<file path="src/rtl/mult_div_unit.sv">
// mult_div_unit: multicycle multiply/divide engine with HI/LO result registers.
// Signed and unsigned multiply use shift-add. Signed and unsigned divide use
// restoring division on operand magnitudes, with the signs applied in FIX.
// Optional feature macro: MULDIV_MADD_EN enables MADD/MADDU accumulation into
// {hi,lo} when op[2]=1 on a multiply.
`timescale 1ns/1ps

module mult_div_unit #(
    parameter int unsigned WIDTH = 32
) (
    input  logic             clk,
    input  logic             reset,
    input  logic             start,
    input  logic [2:0]       op,
    input  logic [WIDTH-1:0] a,
    input  logic [WIDTH-1:0] b,
    input  logic             cancel,
    input  logic             hi_w,
    input  logic             lo_w,
    input  logic [WIDTH-1:0] wdata,
    output logic             busy,
    output logic             done,
    output logic             div_zero,
    output logic [WIDTH-1:0] hi,
    output logic [WIDTH-1:0] lo
);

    localparam int unsigned CW = $clog2(WIDTH);
    localparam logic [CW-1:0] LAST_ITER = CW'(WIDTH - 1);

    typedef enum logic [1:0] {
        S_IDLE,
        S_RUN,
        S_FIX
    } state_t;

    state_t            state_q, state_d;
    logic [CW-1:0]     cnt_q, cnt_d;
    logic              is_div_q, is_div_d;
    logic              q_neg_q, q_neg_d;     // product / quotient is negative
    logic              r_neg_q, r_neg_d;     // remainder takes the dividend's sign
    logic [WIDTH-1:0]  opnd_q, opnd_d;       // multiplicand or divisor magnitude
    logic [WIDTH:0]    rem_q, rem_d;         // upper working half
    logic [WIDTH-1:0]  quo_q, quo_d;         // lower working half (multiplier / quotient)
    logic [WIDTH-1:0]  hi_q, hi_d;
    logic [WIDTH-1:0]  lo_q, lo_d;
    logic              busy_q, busy_d;
    logic              done_q, done_d;
    logic              dz_q, dz_d;
`ifdef MULDIV_MADD_EN
    logic              acc_q, acc_d;
`else
    logic              unused_op2;
    assign unused_op2 = op[2];
`endif

    // Datapath step and result terms
    logic [WIDTH:0]      mul_sum;
    logic [WIDTH:0]      div_shift;
    logic [WIDTH:0]      div_diff;
    logic                div_ok;
    logic [2*WIDTH-1:0]  product;
    logic [2*WIDTH-1:0]  prod_res;
    logic [WIDTH-1:0]    quot_res;
    logic [WIDTH-1:0]    rem_res;

    function automatic logic [WIDTH-1:0] mag(input logic [WIDTH-1:0] x, input logic sgn);
        return (sgn && x[WIDTH-1]) ? -x : x;
    endfunction

    // Iteration arithmetic and sign-corrected final results
    always_comb begin
        mul_sum   = rem_q + (quo_q[0] ? {1'b0, opnd_q} : '0);
        div_shift = {rem_q[WIDTH-1:0], quo_q[WIDTH-1]};
        div_ok    = (div_shift >= {1'b0, opnd_q});
        div_diff  = div_shift - {1'b0, opnd_q};
        product   = {rem_q[WIDTH-1:0], quo_q};
        prod_res  = q_neg_q ? -product : product;
`ifdef MULDIV_MADD_EN
        if (acc_q) begin
            prod_res = prod_res + {hi_q, lo_q};
        end
`endif
        quot_res  = q_neg_q ? -quo_q : quo_q;
        rem_res   = r_neg_q ? -rem_q[WIDTH-1:0] : rem_q[WIDTH-1:0];
    end

    // Next-state, operand capture, iteration and result write-back
    always_comb begin
        state_d  = state_q;
        cnt_d    = cnt_q;
        is_div_d = is_div_q;
        q_neg_d  = q_neg_q;
        r_neg_d  = r_neg_q;
        opnd_d   = opnd_q;
        rem_d    = rem_q;
        quo_d    = quo_q;
        hi_d     = hi_q;
        lo_d     = lo_q;
        done_d   = 1'b0;
        dz_d     = 1'b0;
`ifdef MULDIV_MADD_EN
        acc_d    = acc_q;
`endif
        unique case (state_q)
            S_IDLE: begin
                if (hi_w) hi_d = wdata;
                if (lo_w) lo_d = wdata;
                if (start && !cancel) begin
                    if (op[1] && (b == '0)) begin
                        done_d = 1'b1;
                        dz_d   = 1'b1;
                    end else begin
                        is_div_d = op[1];
                        q_neg_d  = !op[0] && (a[WIDTH-1] ^ b[WIDTH-1]);
                        r_neg_d  = !op[0] && op[1] && a[WIDTH-1];
                        opnd_d   = op[1] ? mag(b, !op[0]) : mag(a, !op[0]);
                        quo_d    = op[1] ? mag(a, !op[0]) : mag(b, !op[0]);
                        rem_d    = '0;
                        cnt_d    = '0;
`ifdef MULDIV_MADD_EN
                        acc_d    = op[2] && !op[1];
`endif
                        state_d  = S_RUN;
                    end
                end
            end
            S_RUN: begin
                if (cancel) begin
                    state_d = S_IDLE;
                end else begin
                    if (is_div_q) begin
                        rem_d = div_ok ? div_diff : div_shift;
                        quo_d = {quo_q[WIDTH-2:0], div_ok};
                    end else begin
                        rem_d = {1'b0, mul_sum[WIDTH:1]};
                        quo_d = {mul_sum[0], quo_q[WIDTH-1:1]};
                    end
                    cnt_d = cnt_q + CW'(1);
                    if (cnt_q == LAST_ITER) begin
                        state_d = S_FIX;
                    end
                end
            end
            S_FIX: begin
                state_d = S_IDLE;
                if (!cancel) begin
                    if (is_div_q) begin
                        hi_d = rem_res;
                        lo_d = quot_res;
                    end else begin
                        {hi_d, lo_d} = prod_res;
                    end
                    done_d = 1'b1;
                end
            end
            default: state_d = S_IDLE;
        endcase
        busy_d = (state_d != S_IDLE);
    end

    // State register
    always_ff @(posedge clk or negedge reset) begin
        if (!reset) begin
            state_q <= S_IDLE;
        end else begin
            state_q <= state_d;
        end
    end

    // Datapath and output registers
    always_ff @(posedge clk or negedge reset) begin
        if (!reset) begin
            cnt_q    <= '0;
            is_div_q <= 1'b0;
            q_neg_q  <= 1'b0;
            r_neg_q  <= 1'b0;
            opnd_q   <= '0;
            rem_q    <= '0;
            quo_q    <= '0;
            hi_q     <= '0;
            lo_q     <= '0;
            busy_q   <= 1'b0;
            done_q   <= 1'b0;
            dz_q     <= 1'b0;
`ifdef MULDIV_MADD_EN
            acc_q    <= 1'b0;
`endif
        end else begin
            cnt_q    <= cnt_d;
            is_div_q <= is_div_d;
            q_neg_q  <= q_neg_d;
            r_neg_q  <= r_neg_d;
            opnd_q   <= opnd_d;
            rem_q    <= rem_d;
            quo_q    <= quo_d;
            hi_q     <= hi_d;
            lo_q     <= lo_d;
            busy_q   <= busy_d;
            done_q   <= done_d;
            dz_q     <= dz_d;
`ifdef MULDIV_MADD_EN
            acc_q    <= acc_d;
`endif
        end
    end

    assign busy     = busy_q;
    assign done     = done_q;
    assign div_zero = dz_q;
    assign hi       = hi_q;
    assign lo       = lo_q;

endmodule

</file>
<file path="config.mk">
export PLATFORM = sky130hd
export DESIGN_NAME = mult_div_unit
export DESIGN_NICKNAME = d
export VERILOG_FILES = /design/src/rtl/mult_div_unit.sv
export SDC_FILE = /design/constraint.sdc
export NUM_CORES = 1
export LEC_CHECK = 0
export BUFFER_PORTS_ARGS = -buffer_cell sky130_fd_sc_hd__buf_2
export CAP_MARGIN = 10
export CORE_MARGIN = 2
export CORE_UTILIZATION = 47
export DETAILED_ROUTE_END_ITERATION = 12
export GPL_TIMING_DRIVEN = 0
export HOLD_SLACK_MARGIN = 0.1
export MAX_ROUTING_LAYER = met4
export PLACE_DENSITY = 0.62
export SLEW_MARGIN = 20
export SYNTH_ARGS = -nofsm -noshare
export SYNTH_HDL_FRONTEND = slang
export SYNTH_SLANG_ARGS = --single-unit
</file>
<file path="constraint.sdc">
create_clock -name clk -period 7.2 [get_ports clk]
set_input_delay 0.36 -clock clk [delete_from_list [all_inputs] [get_ports clk]]
set_output_delay 0.36 -clock clk [all_outputs]
set_load 0.01 [all_outputs]
</file>
==> run summary <==
The H-tree depth reported by CTS is 4. In the final routed layout, each cell accounts on average for 23.53 um. Entering global routing, the biggest net connects 73 pins. For this run, the register share of the synthesized area comes to 0.2834. The remaining number of nets flagged by the antenna check after routing is 0. The maximum clock insertion buffer count is 2. Power comes to 0.006579 W. The number of unique standard cell types used by synthesis came out at 80.

In this run the count of I/O pins placed on the die edge is 172. The met1 track utilization from global routing came out at 0.5022. The count of nets after finishing is 2393. The async set-reset flop share out of synthesis is 1.000. The vertical die dimension is 184.8 um. The classification of the worst setup path is reg -> reg.

The worst register-to-register path begins at quo_q[0]$_DFFE_PN0P_. The peak clock frequency supported by timing is 210.2 MHz. The overall track demand over capacity in global routing came out at 0.3809. The region available for standard cell placement spans 32370 um2.

Setup repair after global routing left no endpoint under its margin. The most used flip-flop cell after synthesis is sky130_fd_sc_hd__dfrtp_1. The met3 usage came out at 0.06488. Headroom to the max-slew limit came out at 0.3663. The root buffer cell chosen for the clock tree is sky130_fd_sc_hd__clkbuf_16. The clock-pin transition on the worst setup and hold timing paths is 0.08 ns. The number of pins with negative max-slew slack in the final report was 0. TritonCTS built the clock tree.

Summing all multi-input logic gate instances after layout gives 10200 um2. For the final routed database, the setup TNS stands at 0 ns. In this run, placement finished with an instance count of 2638. The minimum clock period after layout came out at 4.756 ns. The data arrival time of the critical path came out at 5.09 ns. The count of warnings emitted by yosys came out at 0. The estimated wirelength of the detail-placed design is 50.24 mm.

The category of the worst setup path launch point is a flop. The overall die area came out at 34150 um2. The area taken by flip-flops and latches came out at 4354 um2. Along the worst path, the maximum fanout reaches 10. The total inserted antenna cells came out at 0.

The netlist area before placement came out at 15360 um2. Averaged over all synthesized cells, the footprint is 7.586 um2. The worst reg2reg path depth came out at 13.

The hold violation count in the final report is 0. Across the VDD grid, the largest voltage drop is 0.2033 mV. The final weighted congestion of routability-driven global placement came out at 1.073. Input and output buffers added on the ports amount to 169. The met2 track demand over resource is 0.5780.

The worst setup skew after layout is 0.01200 ns. The via count normalized by instance count is 6.190. The number of violations of the max-capacitance limit came out at 0. Row generation in the floorplan step produced 66 rows.

met2 is the most crowded layer. The endpoint kind of the worst setup timing path is a flop. For this configuration, the core starts out at a cell density of 0.4746.

The total of endpoints with negative setup slack in the final report is 0. The die is 184.8 um wide. The number of buffers created by CTS is 17.

Counting flops and latches in the post-synthesis netlist gives 174. The number of vias after detailed routing is 16530. The actual slew at the worst max-slew pin came out at 0.9506 ns. The number of cells in the finished layout apart from fillers came out at 2671. The endpoint identified for the worst register-to-register timing path is rem_q[31]$_DFFE_PN0P_.

Tracing the worst setup path back leads to its startpoint at quo_q[0]$_DFFE_PN0P_. The end-of-flow core utilization is 0.5408. The endpoint required time on the critical path is 7.53 ns. The later-pin clock latency in the skew report is 0.46 ns. The synthesized net count came out at 2202. The type of the most critical hold path is in -> reg. The overall overflow remaining after global route came out at 0. The area added between synthesis and finish came out at 13.96%. In the final layout, the share of cells above drive strength 1 is 0.1063.

The worst register-to-register path has a setup slack of 2.44 ns. The count of filler cells inserted in the layout came out at 3282. The leakage power came out at 7.697 nW.

The number of global-route vias before repair is 15700. The setup fix buffers added after clock tree synthesis came out at 0. The violation count after the first detailed-route iteration is 1664. The first-pass GRT wire length came out at 94.56 mm. The power density of the placed cells came out at 375.8 nW/um2. The flow ran to the end, and the final reports show no timing, DRC or antenna violations.

The number of sinks handled by clock tree synthesis came out at 174. Dividing the final minimum period by the clock period gives 0.6606. The total detailed-routing wirelength came out at 62.84 mm. The DRC violation count after routing is 0. The number of antenna violations at the first check in global routing was 0.

The pre-antenna-repair detailed-routing pass consisted of 7 iterations. The post-synthesis instance total came out at 2025. The end point of the critical path is rem_q[31]$_DFFE_PN0P_. Counting flops with a built-in enable in the synthesized netlist gives 0.
## cell type report
type                            instances  share of cell area
Inverter                               75             0.01608
Multi-Input combinational cell       1650              0.5828
Clock buffer                           20             0.02551
Sequential cell                       174              0.2487
Tap cell                              442             0.03159
Clock inverter                         12             0.01279
Timing Repair Buffer                  172             0.05260
Buffer                                126             0.02995
## worst min-delay path by stage
stage / from / to / slack (ns) / cells past startpoint
after detailed placement: reset / rem_q[16]$_DFFE_PN0P_ / 0.27 / 1
after global routing: wdata[7] / lo[7]$_DFFE_PN0P_ / 0.23 / 3
after floorplan: reset / busy$_DFF_PN0_ / 0.06 / 0
after global placement: hi[24]$_DFFE_PN0P_ / hi[24]$_DFFE_PN0P_ / 0.46 / 2
after CTS: wdata[27] / hi[27]$_DFFE_PN0P_ / 0.21 / 3
final: wdata[10] / hi[10]$_DFFE_PN0P_ / 0.23 / 3
## cell usage in the layout (no fill, tap or decap), drive strengths merged, types with 14 or more instances in the layout
cell	count
a31oi	23
clkbuf	123
buf	194
nand2	203
nor4	18
o31ai	42
or4	18
nand2b	22
and2	15
o211ai	14
o21a	15
nand3	26
nor2	250
or3	27
mux2i	49
a21oi	231
xor2	77
a211oi	27
o41ai	14
xnor2	90
dfrtp	174
a21o	32
nor3	42
o21ai	186
ha	70
nand4	17
inv	79
## flip-flops by register name, summed over array words and instances (netlist names)
signal,cells
is_div_q,1
q_neg_q,1
done,1
state_q,2
hi,32
opnd_q,32
rem_q,33
div_zero,1
busy,1
cnt_q,5
lo,32
r_neg_q,1
quo_q,32
## through the flow
step | setup WS [ns] | instance area (um2) | hold slack, ns
after floorplan | 3.920 | 15360 | 0.06441
after global placement | 2.526 | 16760 | 0.4574
after detailed placement | 2.503 | 16830 | 0.2684
after CTS | 2.485 | 17510 | 0.2135
after global routing | 2.153 | 17510 | 0.2281
final | 2.444 | 17510 | 0.2309
## power breakdown
group          total [W]  internal [W]  switching [W]
Combinational    0.00387       0.00142        0.00245
Sequential       0.00162       0.00121       0.000406
Clock            0.00110      0.000638       0.000457
## worst max-delay path, cell delays in order, from the launching register on
cell and delay, ns:
sky130_fd_sc_hd__dfrtp_1 0.47, sky130_fd_sc_hd__inv_1 0.20, sky130_fd_sc_hd__clkbuf_1 0.46, sky130_fd_sc_hd__nor2_1 0.12, sky130_fd_sc_hd__ha_1 0.36, sky130_fd_sc_hd__a21o_1 0.23, sky130_fd_sc_hd__a211o_1 0.26, sky130_fd_sc_hd__o21ai_0 0.39
sky130_fd_sc_hd__o21ai_0 0.44, sky130_fd_sc_hd__a31o_2 0.37, sky130_fd_sc_hd__o311ai_0 0.70, sky130_fd_sc_hd__o21ai_0 0.30, sky130_fd_sc_hd__mux2i_1 0.25, sky130_fd_sc_hd__a22oi_2 0.07
## metal layers
layer	share of wire	routed length [um]
met1	0.43	26910
met2	0.45	28280
met3	0.076	4789
met4	0.046	2862
met5	0	0
## cell usage after synthesis, drive strengths merged (17+ instances only)
cell | n | area share
inv | 74 | 0.018
nand3 | 26 | 0.0085
xor2 | 77 | 0.044
or4 | 18 | 0.0093
nor3 | 42 | 0.014
ha | 70 | 0.057
mux2i | 49 | 0.032
or3 | 27 | 0.011
a21oi | 231 | 0.075
nor4 | 18 | 0.0093
clkbuf | 103 | 0.025
o31ai | 42 | 0.021
nand4 | 17 | 0.0069
a31oi | 23 | 0.0094
buf | 23 | 0.0090
dfrtp | 174 | 0.28
nand2b | 22 | 0.0090
a21o | 32 | 0.016
o21ai | 186 | 0.061
nand2 | 203 | 0.050
xnor2 | 90 | 0.051
a211oi | 27 | 0.013
nor2 | 250 | 0.062
## logic make-up after synthesis
kind of cell,after synthesis,share of synthesized area
adders and majority gates,72,0.05962
xor gates and xnor gates,167,0.09521
AOI/OAI and AO/OA,677,0.2689
DFF,174,0.2834
buffers and inverters,201,0.05245
and+or+nand+nor,684,0.2077
muxes,50,0.03266
## timing repair
action | in CTS | in global routing
endpoints found under the hold margin | 37 | 0
gates resized for setup | 0 | 0
endpoints found under the setup margin | 0 | 0
hold buffers | 1 | 0
(Power assumes the default switching activity.)
